### src/rtl/vga_timing_if.sv
// Raster timing bundle passed from the timing generator to the drawing stages.
// The `out` modport belongs to the timing source, `in` to every consumer.
interface vga_if;
  logic [10:0] hcount;
  logic        hsync;
  logic        hblnk;
  logic [10:0] vcount;
  logic        vsync;
  logic        vblnk;
  logic [11:0] rgb;

  modport out (
    output hcount, hsync, hblnk, vcount, vsync, vblnk, rgb
  );

  modport in (
    input  hcount, hsync, hblnk, vcount, vsync, vblnk, rgb
  );
endinterface

### src/rtl/vga_timing.sv
// Free-running raster timing generator (800x600 @ 60 Hz by default).
// Counters and strobes are registered together so they stay cycle-aligned.
module vga_timing #(
  parameter int HOR_TOTAL_TIME  = 1056,
  parameter int HOR_BLANK_START = 800,
  parameter int HOR_SYNC_START  = 840,
  parameter int HOR_SYNC_TIME   = 128,
  parameter int VER_TOTAL_TIME  = 628,
  parameter int VER_BLANK_START = 600,
  parameter int VER_SYNC_START  = 601,
  parameter int VER_SYNC_TIME   = 4
) (
  input  logic clk,
  input  logic rst,
  vga_if.out   vga_out
);

  localparam logic [10:0] H_LAST     = 11'(HOR_TOTAL_TIME - 1);
  localparam logic [10:0] H_BLANK    = 11'(HOR_BLANK_START);
  localparam logic [10:0] H_SYNC_BEG = 11'(HOR_SYNC_START);
  localparam logic [10:0] H_SYNC_END = 11'(HOR_SYNC_START + HOR_SYNC_TIME);
  localparam logic [10:0] V_LAST     = 11'(VER_TOTAL_TIME - 1);
  localparam logic [10:0] V_BLANK    = 11'(VER_BLANK_START);
  localparam logic [10:0] V_SYNC_BEG = 11'(VER_SYNC_START);
  localparam logic [10:0] V_SYNC_END = 11'(VER_SYNC_START + VER_SYNC_TIME);

  logic [10:0] hcount_q, hcount_d;
  logic [10:0] vcount_q, vcount_d;
  logic        hsync_q, hsync_d;
  logic        hblnk_q, hblnk_d;
  logic        vsync_q, vsync_d;
  logic        vblnk_q, vblnk_d;

  // Next counts, with strobes decoded from them so the registered strobes match the registered counts.
  always_comb begin
    hcount_d = 11'd0;
    vcount_d = vcount_q;
    if (hcount_q == H_LAST) begin
      hcount_d = 11'd0;
      if (vcount_q == V_LAST) begin
        vcount_d = 11'd0;
      end else begin
        vcount_d = vcount_q + 11'd1;
      end
    end else begin
      hcount_d = hcount_q + 11'd1;
    end

    hblnk_d = (hcount_d >= H_BLANK);
    hsync_d = (hcount_d >= H_SYNC_BEG) && (hcount_d < H_SYNC_END);
    vblnk_d = (vcount_d >= V_BLANK);
    vsync_d = (vcount_d >= V_SYNC_BEG) && (vcount_d < V_SYNC_END);
  end

  // Timing state; reset clears everything immediately.
  always_ff @(posedge clk or posedge rst) begin
    if (rst) begin
      hcount_q <= 11'd0;
      vcount_q <= 11'd0;
      hsync_q  <= 1'b0;
      hblnk_q  <= 1'b0;
      vsync_q  <= 1'b0;
      vblnk_q  <= 1'b0;
    end else begin
      hcount_q <= hcount_d;
      vcount_q <= vcount_d;
      hsync_q  <= hsync_d;
      hblnk_q  <= hblnk_d;
      vsync_q  <= vsync_d;
      vblnk_q  <= vblnk_d;
    end
  end

  assign vga_out.hcount = hcount_q;
  assign vga_out.vcount = vcount_q;
  assign vga_out.hsync  = hsync_q;
  assign vga_out.hblnk  = hblnk_q;
  assign vga_out.vsync  = vsync_q;
  assign vga_out.vblnk  = vblnk_q;
  assign vga_out.rgb    = 12'h000;

endmodule

### src/flat_wrapper.sv
// flat-port wrapper written by rule: the top's interface ports become plain ports
module vga_timing_flat 
#(
  parameter int HOR_TOTAL_TIME  = 1056,
  parameter int HOR_BLANK_START = 800,
  parameter int HOR_SYNC_START  = 840,
  parameter int HOR_SYNC_TIME   = 128,
  parameter int VER_TOTAL_TIME  = 628,
  parameter int VER_BLANK_START = 600,
  parameter int VER_SYNC_START  = 601,
  parameter int VER_SYNC_TIME   = 4
)
  (clk, rst, vga_out_hcount, vga_out_hsync, vga_out_hblnk, vga_out_vcount, vga_out_vsync, vga_out_vblnk, vga_out_rgb);
  vga_if vga_out_i ();
  input  logic clk;
  input  logic rst;
  output wire logic [$bits(vga_out_i.hcount)-1:0] vga_out_hcount;
  output wire logic [$bits(vga_out_i.hsync)-1:0] vga_out_hsync;
  output wire logic [$bits(vga_out_i.hblnk)-1:0] vga_out_hblnk;
  output wire logic [$bits(vga_out_i.vcount)-1:0] vga_out_vcount;
  output wire logic [$bits(vga_out_i.vsync)-1:0] vga_out_vsync;
  output wire logic [$bits(vga_out_i.vblnk)-1:0] vga_out_vblnk;
  output wire logic [$bits(vga_out_i.rgb)-1:0] vga_out_rgb;
  assign vga_out_hcount = vga_out_i.hcount;
  assign vga_out_hsync = vga_out_i.hsync;
  assign vga_out_hblnk = vga_out_i.hblnk;
  assign vga_out_vcount = vga_out_i.vcount;
  assign vga_out_vsync = vga_out_i.vsync;
  assign vga_out_vblnk = vga_out_i.vblnk;
  assign vga_out_rgb = vga_out_i.rgb;
  vga_timing #(.HOR_TOTAL_TIME(HOR_TOTAL_TIME), .HOR_BLANK_START(HOR_BLANK_START), .HOR_SYNC_START(HOR_SYNC_START), .HOR_SYNC_TIME(HOR_SYNC_TIME), .VER_TOTAL_TIME(VER_TOTAL_TIME), .VER_BLANK_START(VER_BLANK_START), .VER_SYNC_START(VER_SYNC_START), .VER_SYNC_TIME(VER_SYNC_TIME)) u_core (.clk(clk), .rst(rst), .vga_out(vga_out_i));
endmodule
### config.mk
export PLATFORM = sky130hd
export DESIGN_NAME = vga_timing_flat
export DESIGN_NICKNAME = d
export VERILOG_FILES = /design/src/rtl/vga_timing_if.sv /design/src/rtl/vga_timing.sv /design/src/flat_wrapper.sv
export SDC_FILE = /design/constraint.sdc
export NUM_CORES = 1
export LEC_CHECK = 0
export ABC_AREA = 0
export BUFFER_PORTS_ARGS = -buffer_cell sky130_fd_sc_hd__clkbuf_2
export CORE_ASPECT_RATIO = 0.9
export CORE_MARGIN = 4
export CORE_UTILIZATION = 30
export DETAILED_ROUTE_END_ITERATION = 10
export HOLD_SLACK_MARGIN = 0.05
export PLACE_DENSITY = 0.59
export SLEW_MARGIN = 5
export SYNTH_ARGS = -nofsm -noshare
export SYNTH_HDL_FRONTEND = slang
export SYNTH_SLANG_ARGS = --single-unit
### constraint.sdc
create_clock -name clk -period 2.52 [get_ports clk]
set_input_delay 0.126 -clock clk [delete_from_list [all_inputs] [get_ports clk]]
set_output_delay 0.126 -clock clk [all_outputs]
set_load 0.05 [all_outputs]
== After elaboration in Yosys (flattened, before gate mapping) ==
Cells that the tools add are included.

* Bits in registers: 26
* Input port bits: 2
* Output and inout bits: 38

* Add/subtract/negate cells: 2
* Magnitude comparators: 6
* Equality and inequality tests: 2
* Multiplexer cells: 3
* Reduce and logical (&&, ||, !) cells: 2

{| class="wikitable"
|+ Operators by type and width
! operator !! number
|-
| >= comparator 11 x 10 -> 1 bit, second input constant || 4
|-
| two-way mux 11 bit || 3
|-
| adder 11 x 1 -> 11 bit, second input constant || 2
|-
| less-than comparator 11 x 10 -> 1 bit, second input constant || 2
|-
| == test 11 x 10 -> 1 bit, second input constant || 1
|-
| == test 11 bit, second input constant || 1
|-
| logical AND 1 bit || 2
|}

== Logic depth before layout (Yosys ltp) ==
Gate-level depths: netlist of run 1.

* Depth after elaboration: 5
* Gate-level depth with buffers: 8

== Worst setup path before layout of run 1 ==
No wires, ideal clock.

* Path kind: reg2reg
* Start point: register u_core.hcount_q[0] (netlist: u_core.vga_out.hcount[0])
* End point: register u_core.vblnk_q (netlist: u_core.vga_out.vblnk)
* Library setup time: 0.131 ns
* Arrival time: 2.624 ns
* Data required time: 2.389 ns
* Setup slack: -0.234 ns
* Cell stages (with the launch flop): 8
* Clock period less this slack: 2.754 ns
* Cells stage by stage: dfrtp_1 > ha_1 > nand4_1 > or4_4 > or3_1 > and2_1 > nand4b_1 > a22oi_1

* Cells in the longest elaborated chain, start to end: 3

{| class="wikitable"
|+ Ends and longest elaborated chain
! what !! RTL line !! RTL
|-
| start, declared || vga_timing.sv:27 || <nowiki>logic [10:0] hcount_q, hcount_d;</nowiki>
|-
| start signal, assigned || vga_timing.sv:65 || <nowiki>hcount_q <= hcount_d;</nowiki>
|-
| == test 11 bit || vga_timing.sv:38 || <nowiki>if (hcount_q == H_LAST) begin</nowiki>
|-
| two-way mux 11 bit || vga_timing.sv:38 ||
|-
| >= comparator 11 x 10 -> 1 bit || vga_timing.sv:51 || <nowiki>vblnk_d = (vcount_d >= V_BLANK);</nowiki>
|-
| named net u_core.vblnk_d || vga_timing.sv:32 || <nowiki>logic vblnk_q, vblnk_d;</nowiki>
|-
| end signal, assigned || vga_timing.sv:70 || <nowiki>vblnk_q <= vblnk_d;</nowiki>
|-
| end, declared || vga_timing.sv:32 ||
|}

The timed path passes the listed nets, and every way through them passes these cells.

== Worst setup path in the final report of run 1 ==
* Start point: register u_core.hcount_q[5] (netlist: u_core.vga_out.hcount[5])
* End point: register u_core.vsync_q (netlist: u_core.vga_out.vsync)

* Cells in the longest elaborated chain, start to end: 4
* Elaborated cells between the ends (all ways): 5

{| class="wikitable"
|+ Ends and longest elaborated chain
! what !! RTL line !! RTL
|-
| == test 11 bit * || vga_timing.sv:38 ||
|-
| two-way mux 11 bit * || vga_timing.sv:38 ||
|-
| >= comparator 11 x 10 -> 1 bit / less-than comparator 11 x 10 -> 1 bit (equally long branches) || vga_timing.sv:52 || <nowiki>vsync_d = (vcount_d >= V_SYNC_BEG) && (vcount_d < V_SYNC_END);</nowiki>
|-
| logical AND 1 bit * || vga_timing.sv:52 ||
|-
| named net u_core.vsync_d || vga_timing.sv:31 || <nowiki>logic vsync_q, vsync_d;</nowiki>
|-
| end signal, assigned || vga_timing.sv:69 || <nowiki>vsync_q <= vsync_d;</nowiki>
|-
| end, declared || vga_timing.sv:31 ||
|}

The timed path passes the listed nets; every way through them passes the cells marked *.

==> results of run 1 <==
-- sequential cells by signal (all words and copies together), names as in the netlist --
signal                 cells
u_core.vga_out.vsync       1
u_core.vga_out.hcount     11
u_core.vga_out.hsync       1
u_core.vga_out.vcount     11
u_core.vga_out.hblnk       1
u_core.vga_out.vblnk       1
-- cells in the final DEF, fill, tap and decap left out, drive strengths merged, types with 3 or more instances in the layout --
cell,n
nand3,12
conb,12
xnor2,8
nor4,5
a21oi,3
o31ai,3
nor3,4
buf,17
dfrtp,26
nand4,4
and3,4
xor2,8
o21ai,6
nor2,14
inv,7
clkbuf,30
nand2,12
-- cell type report --
cell class,instances,area (sq um)
fillers,508,2950
well taps,65,81.3
flip-flops and latches,26,659
repair buffers,45,273
clock inverters,1,30.0
multi-input cells,124,805
inverters,7,26.3
clock buffers,3,41.3
-- cell families after synthesis --
kind of cell | Yosys count
compound gates | 20
xor+xnor | 16
fa+ha+maj | 2
buf+inv | 24
flops | 26
mux | 1
other cells | 1
simple gates | 73
-- power groups by stage --
stage	registers [mW]	clock network [mW]	logic [mW]
2_1_floorplan	0.425	0	0.0595
3_3_place_gp	0.425	0	0.0495
3_5_place_dp	0.425	0	0.0498
4_1_cts	0.417	0.369	0.0509
5_1_grt	0.417	0.386	0.0542
6_report	0.417	0.356	0.0505
-- worst min-delay path, stage by stage --
cell and delay, ps:
dlygate4sd3_1 530, clkbuf_2 100, inv_1 410
-- layer usage --
metal / routed length (um) / share of wire (%) / global-route usage [%] / up-vias
met1: 1800 / 48 / 16.5 / 625
met3: 136 / 3.7 / 1.84 / 4
met2: 1720 / 46 / 19.9 / 33
met4: 61 / 1.6 / 5.99 / 0
li1: - / - / - / 637
met5: 0 / 0 / 0 / -
-- repair_timing --
action / in CTS / in global routing
setup endpoints to repair: 0 / 3
setup buffers: 0 / 7
hold buffers: 1 / 0
gates resized for setup: 0 / 5
hold endpoints to repair: 14 / 0
-- worst min path at each step --
stage,start,endpoint,slack (ps),cells past startpoint
after floorplan,rst,u_core.vga_out.hblnk,170,1
after global routing,rst,u_core.vga_out.vcount[7],480,3
final,rst,u_core.vga_out.vcount[3],410,3
after global placement,rst,u_core.vga_out.hcount[9],190,2
after CTS,rst,u_core.vga_out.vcount[3],430,3
after detailed placement,rst,u_core.vga_out.hcount[9],200,2
==> impl_metrics.py, run 1 <==
metrics = {
    "yosys": {
        "ys_ff_latch": 26,
        "synth-compound-area-share_pct": 8.66,
        "syn_inst": 163,
        "yosysWarnings": 0,
        "synth-simple-area-share_pct": 27.7,
        "synth.most_common_cell": "dfrtp_1",
        "ys_seq_area_share_pct": 42.9,
        "synth_top_family_by_area": "simple AND/OR/NAND/NOR gates",
        "ys_types": 45,
        "syn_area_sq_um": 1520,
        "ys.flop_type": "dfrtp_1",
        "synth_edf_count": 0,
        "synthAdderAreaFrac_pct": 1.65,
        "async_flop_share_pct": 100,
        "synth.mux.area_fraction_pct": 0.742,
        "avgSynthCellArea_sq_um": 9.31,
        "synth.top_cells.by_area": "dfrtp_1 43%, buf_4 5.9%, xnor2_1 4.6%, xor2_1 4.6%, nand3_1 4.0%",
        "synth_top_area_share_pct": 42.9,
        "synth_xor_area_share_pct": 9.23,
        "synth_largest_area_cell": "dfrtp_1",
        "synth_common_cells": "26 x dfrtp_1, 13 x nor2_1, 12 x buf_4, 12 x nand2_1, 12 x nand3_1",
    },
    "worst_setup_path": {
        "crit_buf_inv": 2,
        "cp_slowest_stage_delay_ps": 560,
        "worstSetupPathDepth": 7,
        "endpoint_kind": "register",
        "cp-endpoint": "u_core.vga_out.vsync",
        "required_ps": 2720,
        "path_delay_family": "simple AND/OR/NAND/NOR gates",
        "worstSetupStartpointType": "register",
        "cp_max_fo": 5,
        "rr_worst_depth": 7,
        "timing.rr.end": "u_core.vga_out.vsync",
        "cp.arrival_ps": 2630,
        "rr_startpoint": "u_core.vga_out.hcount[5]",
        "cp_slowest_cell": "or4b_4",
        "path_cells": "or4b_4 -> or4_4 -> buf_4 -> nor2_4 -> inv_2 -> a211oi_2 -> nor4b_4",
        "critPathLaunch": "u_core.vga_out.hcount[5]",
        "crit_type": "register to register",
        "r2r_slack_ps": 90,
    },
    "clocking": {
        "cts-root-buf": "clkbuf_8",
        "clock_sinks": 26,
        "cts_made_buffers": 3,
        "clk_pin_slew_ps": 100,
        "clk_latency_ps": 280,
        "cts.path.max_buffers": 2,
        "htree_levels": 1,
        "cts_tree": "yes",
    },
    "placement": {
        "pre_cts_slack_ps": 66.8,
        "dpl.hpwl_um": 2790,
        "placed_cell_area_sq_um": 1750,
        "gp_congestion": 0.847,
        "port_buffers": 27,
        "placedCellCount": 259,
    },
    "layout": {
        "final_layout_size_suffix_gt1_share_pct": 33.5,
        "area_growth_pct": 26.2,
        "finish.instance_area_sq_um": 1920,
        "stdcell_count": 271,
        "finalNetCount": 211,
        "diodes": 0,
        "utilization_pct": 39.4,
    },
    "pwr": {
        "p_sw_share_pct": 23.2,
        "p_switching_mw": 0.191,
        "intPower_mw": 0.632,
        "leakage_nw": 0.910,
        "total_power_mw": 0.823,
        "pwr-share-comb_pct": 6.1,
        "power_frac_seq_pct": 50.6,
        "pwr-share-clk_pct": 43.2,
        "power.density_nw_per_um2": 430,
        "peakVddDrop_mv": 0.186,
    },
    "floorplanning": {
        "num_rows": 24,
        "dieArea_sq_um": 6260,
        "die_w_um": 83.0,
        "initial_utilization_pct": 31.2,
        "die_height_um": 75.5,
        "ioPinCount": 40,
        "core_area_sq_um": 4860,
    },
    "timing": {
        "hold_violations": 0,
        "fin_worst_skew_ps": 9.16,
        "finalSetupViolCount": 0,
        "final.setup.tns_ps": 0,
        "maxSlewHeadroom_pct": 62.5,
        "hold_slack_ps": 411,
        "period_share_pct": 96.4,
        "finalCriticalPeriod_ps": 2430,
        "fmax_ghz": 0.412,
        "timing.final.ws_setup_ps": 91.5,
        "worst_pin_slew_ps": 563,
        "final_max_slew_viol_count": 0,
    },
    "grt": {
        "grt_pass1_wl_um": 6180,
        "grt_max_degree": 16,
        "grt-ovfl-total": 0,
        "grt_util_all_layers_pct": 12.3,
        "first_global_vias": 1240,
        "antenna_found_initial": 0,
    },
    "routing": {
        "drt_iter0_drc": 67,
        "drtPass1Iterations": 4,
        "ant_nets": 0,
        "wl_per_cell_um": 13.7,
        "wl_um": 3720,
        "drc": 0,
        "vias": 1299,
        "vias_per_cell": 4.79,
    },
    "job": {
        "cap_viol_max_count": 0,
    },
    "outcome": {
        "status": "finished, final reports clean",
    },
    "hold_path": {
        "hp-class": "input pin to async pin",
    },
}
Note: power is estimated with default switching activity, not from simulation.
==> run 2: changes to the inputs <==
--- a/config.mk
+++ b/config.mk
@@ -8,7 +8,6 @@
 export ABC_AREA = 0
 export BUFFER_PORTS_ARGS = -buffer_cell sky130_fd_sc_hd__clkbuf_2
 export CORE_ASPECT_RATIO = 0.9
-export CORE_MARGIN = 4
 export CORE_UTILIZATION = 30
 export DETAILED_ROUTE_END_ITERATION = 10
 export HOLD_SLACK_MARGIN = 0.05
==> run 2 against run 1 <==
  * Core utilization is 1.3 points lower
  * First-iteration DRC count is 48% lower
  * Hold slack better by 7.5 ps
  * Critical path type unchanged
  * Sequential share of layout area is 1.1 points higher
  * Clock skew is 3.4 ps lower
  * Setup slack worse by 72 ps
  * Clock-buffer cell count stayed put
  * Critical endpoint unchanged
  * Design area is 3.2% lower
  * Largest power group unchanged
  * Maximum frequency is 2.9% lower
  * Largest cell class unchanged
==> impl_metrics.py, run 2 (synthesis gave the netlist of run 1 again) <==
metrics = {
    "layout": {
        "area_growth_pct": 22.2,
        "final_cell_mix": "27 x clkbuf_2, 19 x dfrtp_1, 13 x nor2_1",
        "fill_cells": 513,
        "final_layout_size_suffix_gt1_share_pct": 30.7,
        "finalNetCount": 204,
        "seq_area_sq_um": 659,
        "diodes": 0,
        "finish.instance_area_sq_um": 1850,
        "final_common_cell": "clkbuf_2",
        "multi_input_area_sq_um": 796,
    },
    "placement": {
        "pre_cts_slack_ps": 12.1,
        "gp_congestion": 0.785,
        "placed_cell_area_sq_um": 1750,
        "port_buffers": 27,
        "dpl.hpwl_um": 2660,
    },
    "grt": {
        "use_met2_pct": 21.6,
        "grt-ovfl-total": 0,
        "top_usage_layer": "met2",
        "grt_pass1_wl_um": 5690,
        "grt_util_all_layers_pct": 13.8,
        "met3_usage_pct": 3.95,
        "first_global_vias": 1170,
        "use_met1_pct": 17.7,
        "grt_max_degree": 16,
        "antenna_found_initial": 0,
    },
    "floorplanning": {
        "ioPinCount": 40,
        "die_w_um": 77.0,
        "num_rows": 24,
        "die_height_um": 69.5,
        "initial_utilization_pct": 31.2,
        "dieArea_sq_um": 5350,
        "core_area_sq_um": 4860,
    },
    "routing": {
        "ant_nets": 0,
        "vias_per_cell": 4.65,
        "drtPass1Iterations": 4,
        "drt_iter0_drc": 35,
        "vias": 1227,
        "drc": 0,
        "wl_um": 3440,
        "wl_per_cell_um": 13.0,
    },
    "worst_setup_path": {
        "worstSetupStartpointType": "register",
        "required_ps": 2710,
        "crit_type": "register to register",
        "endpoint_kind": "register",
        "cp_max_fo": 6,
        "cp.arrival_ps": 2690,
    },
    "clocking": {
        "cts.path.max_buffers": 2,
        "cts_tree": "yes",
        "clk_latency_ps": 280,
        "cts-root-buf": "clkbuf_8",
        "clk_pin_slew_ps": 90,
        "cts_made_buffers": 3,
        "post-cts-setup-buffers": 0,
        "htree_levels": 1,
        "clock_sinks": 26,
    },
    "pwr": {
        "leakage_nw": 0.879,
        "total_power_mw": 0.815,
        "power.density_nw_per_um2": 440,
        "peakVddDrop_mv": 0.307,
    },
    "timing": {
        "finalSetupViolCount": 0,
        "period_share_pct": 99.2,
        "hold_violations": 0,
        "timing.final.ws_setup_ps": 19.0,
        "final_max_slew_viol_count": 0,
        "maxSlewHeadroom_pct": 62.9,
        "final.setup.tns_ps": 0,
        "hold_slack_ps": 419,
        "grt_setup_unrepaired": "true",
        "fin_worst_skew_ps": 5.74,
        "worst_pin_slew_ps": 556,
        "finalCriticalPeriod_ps": 2500,
        "fmax_ghz": 0.400,
    },
    "job": {
        "cap_viol_max_count": 0,
    },
    "hold_path": {
        "hp-class": "input pin to async pin",
    },
    "outcome": {
        "status": "finished, final reports clean",
    },
}
-- run 2: cell types whose count changed in the layout (fill, tap and decap cells not counted) --
cell / before / now
or3_4: 0 / 1
o21ai_1: 1 / 0
nor4_1: 4 / 5
nor4b_2: 1 / 0
buf_4: 17 / 10
nor4_2: 1 / 0
or3_1: 2 / 1
o31ai_1: 2 / 3
nor4b_1: 0 / 1
o21ai_2: 0 / 1
o31ai_2: 1 / 0
-- run 2: area by class of cell --
type	instances	area share, %
clock buffers	3	2.23
flip-flops and latches	26	35.6
clock inverters	1	1.62
repair buffers	38	11.9
inverters	7	1.42
well taps	65	4.39
multi-input cells	124	42.9
-- run 2: routing by layer --
layer,up-vias,wire length [um]
met4,0,59
met2,27,1580
met3,4,149
met1,576,1650
met5,-,0
li1,620,-
-- run 2: path summary, 6_finish.rpt --
kind | cells past startpoint | slack (ps) | start | endpoint
max | 6 | 20 | u_core.vga_out.hcount[7] | u_core.vga_out.vsync
min | 3 | 420 | rst | u_core.vga_out.vcount[7]
max reg2reg | 6 | 20 | u_core.vga_out.hcount[7] | u_core.vga_out.vsync
min reg2reg | 1 | 530 | u_core.vga_out.hcount[8] | u_core.vga_out.hcount[8]
max in group asynchronous | 4 | 1500 | rst | u_core.vga_out.hcount[1]
min in group clk | 1 | 530 | u_core.vga_out.hcount[8] | u_core.vga_out.hcount[8]
-- run 2: per-stage QoR --
step	std cells	utilization [%]
after global placement	259	36.0
after CTS	264	38.0
final	264	38.1
after floorplan	174	-
after detailed placement	259	36.0
after global routing	264	38.1
-- run 2: power breakdown --
part / switching, mW / internal, mW / leakage (nW)
sequential: 0 / 0.417 / 0.340
combinational: 0.0474 / 0.00264 / 0.503
clock: 0.135 / 0.213 / 0.0357
-- run 2: critical path, cell delays in order, from the launching register on --
cell and delay [ps]:
dfrtp_2 410, or4b_4 570, or4_4 590, o21ai_2 190, and2_4 170, nand4b_1 190, nor4b_4 290
-- run 2: repair_timing --
item / 4_1_cts / 5_1_grt
resized for setup: 2 / 2
pin swaps: 0 / 3
setup endpoints to repair: 1 / 2
hold buffers: 1 / 0
hold endpoints to repair: 14 / 0
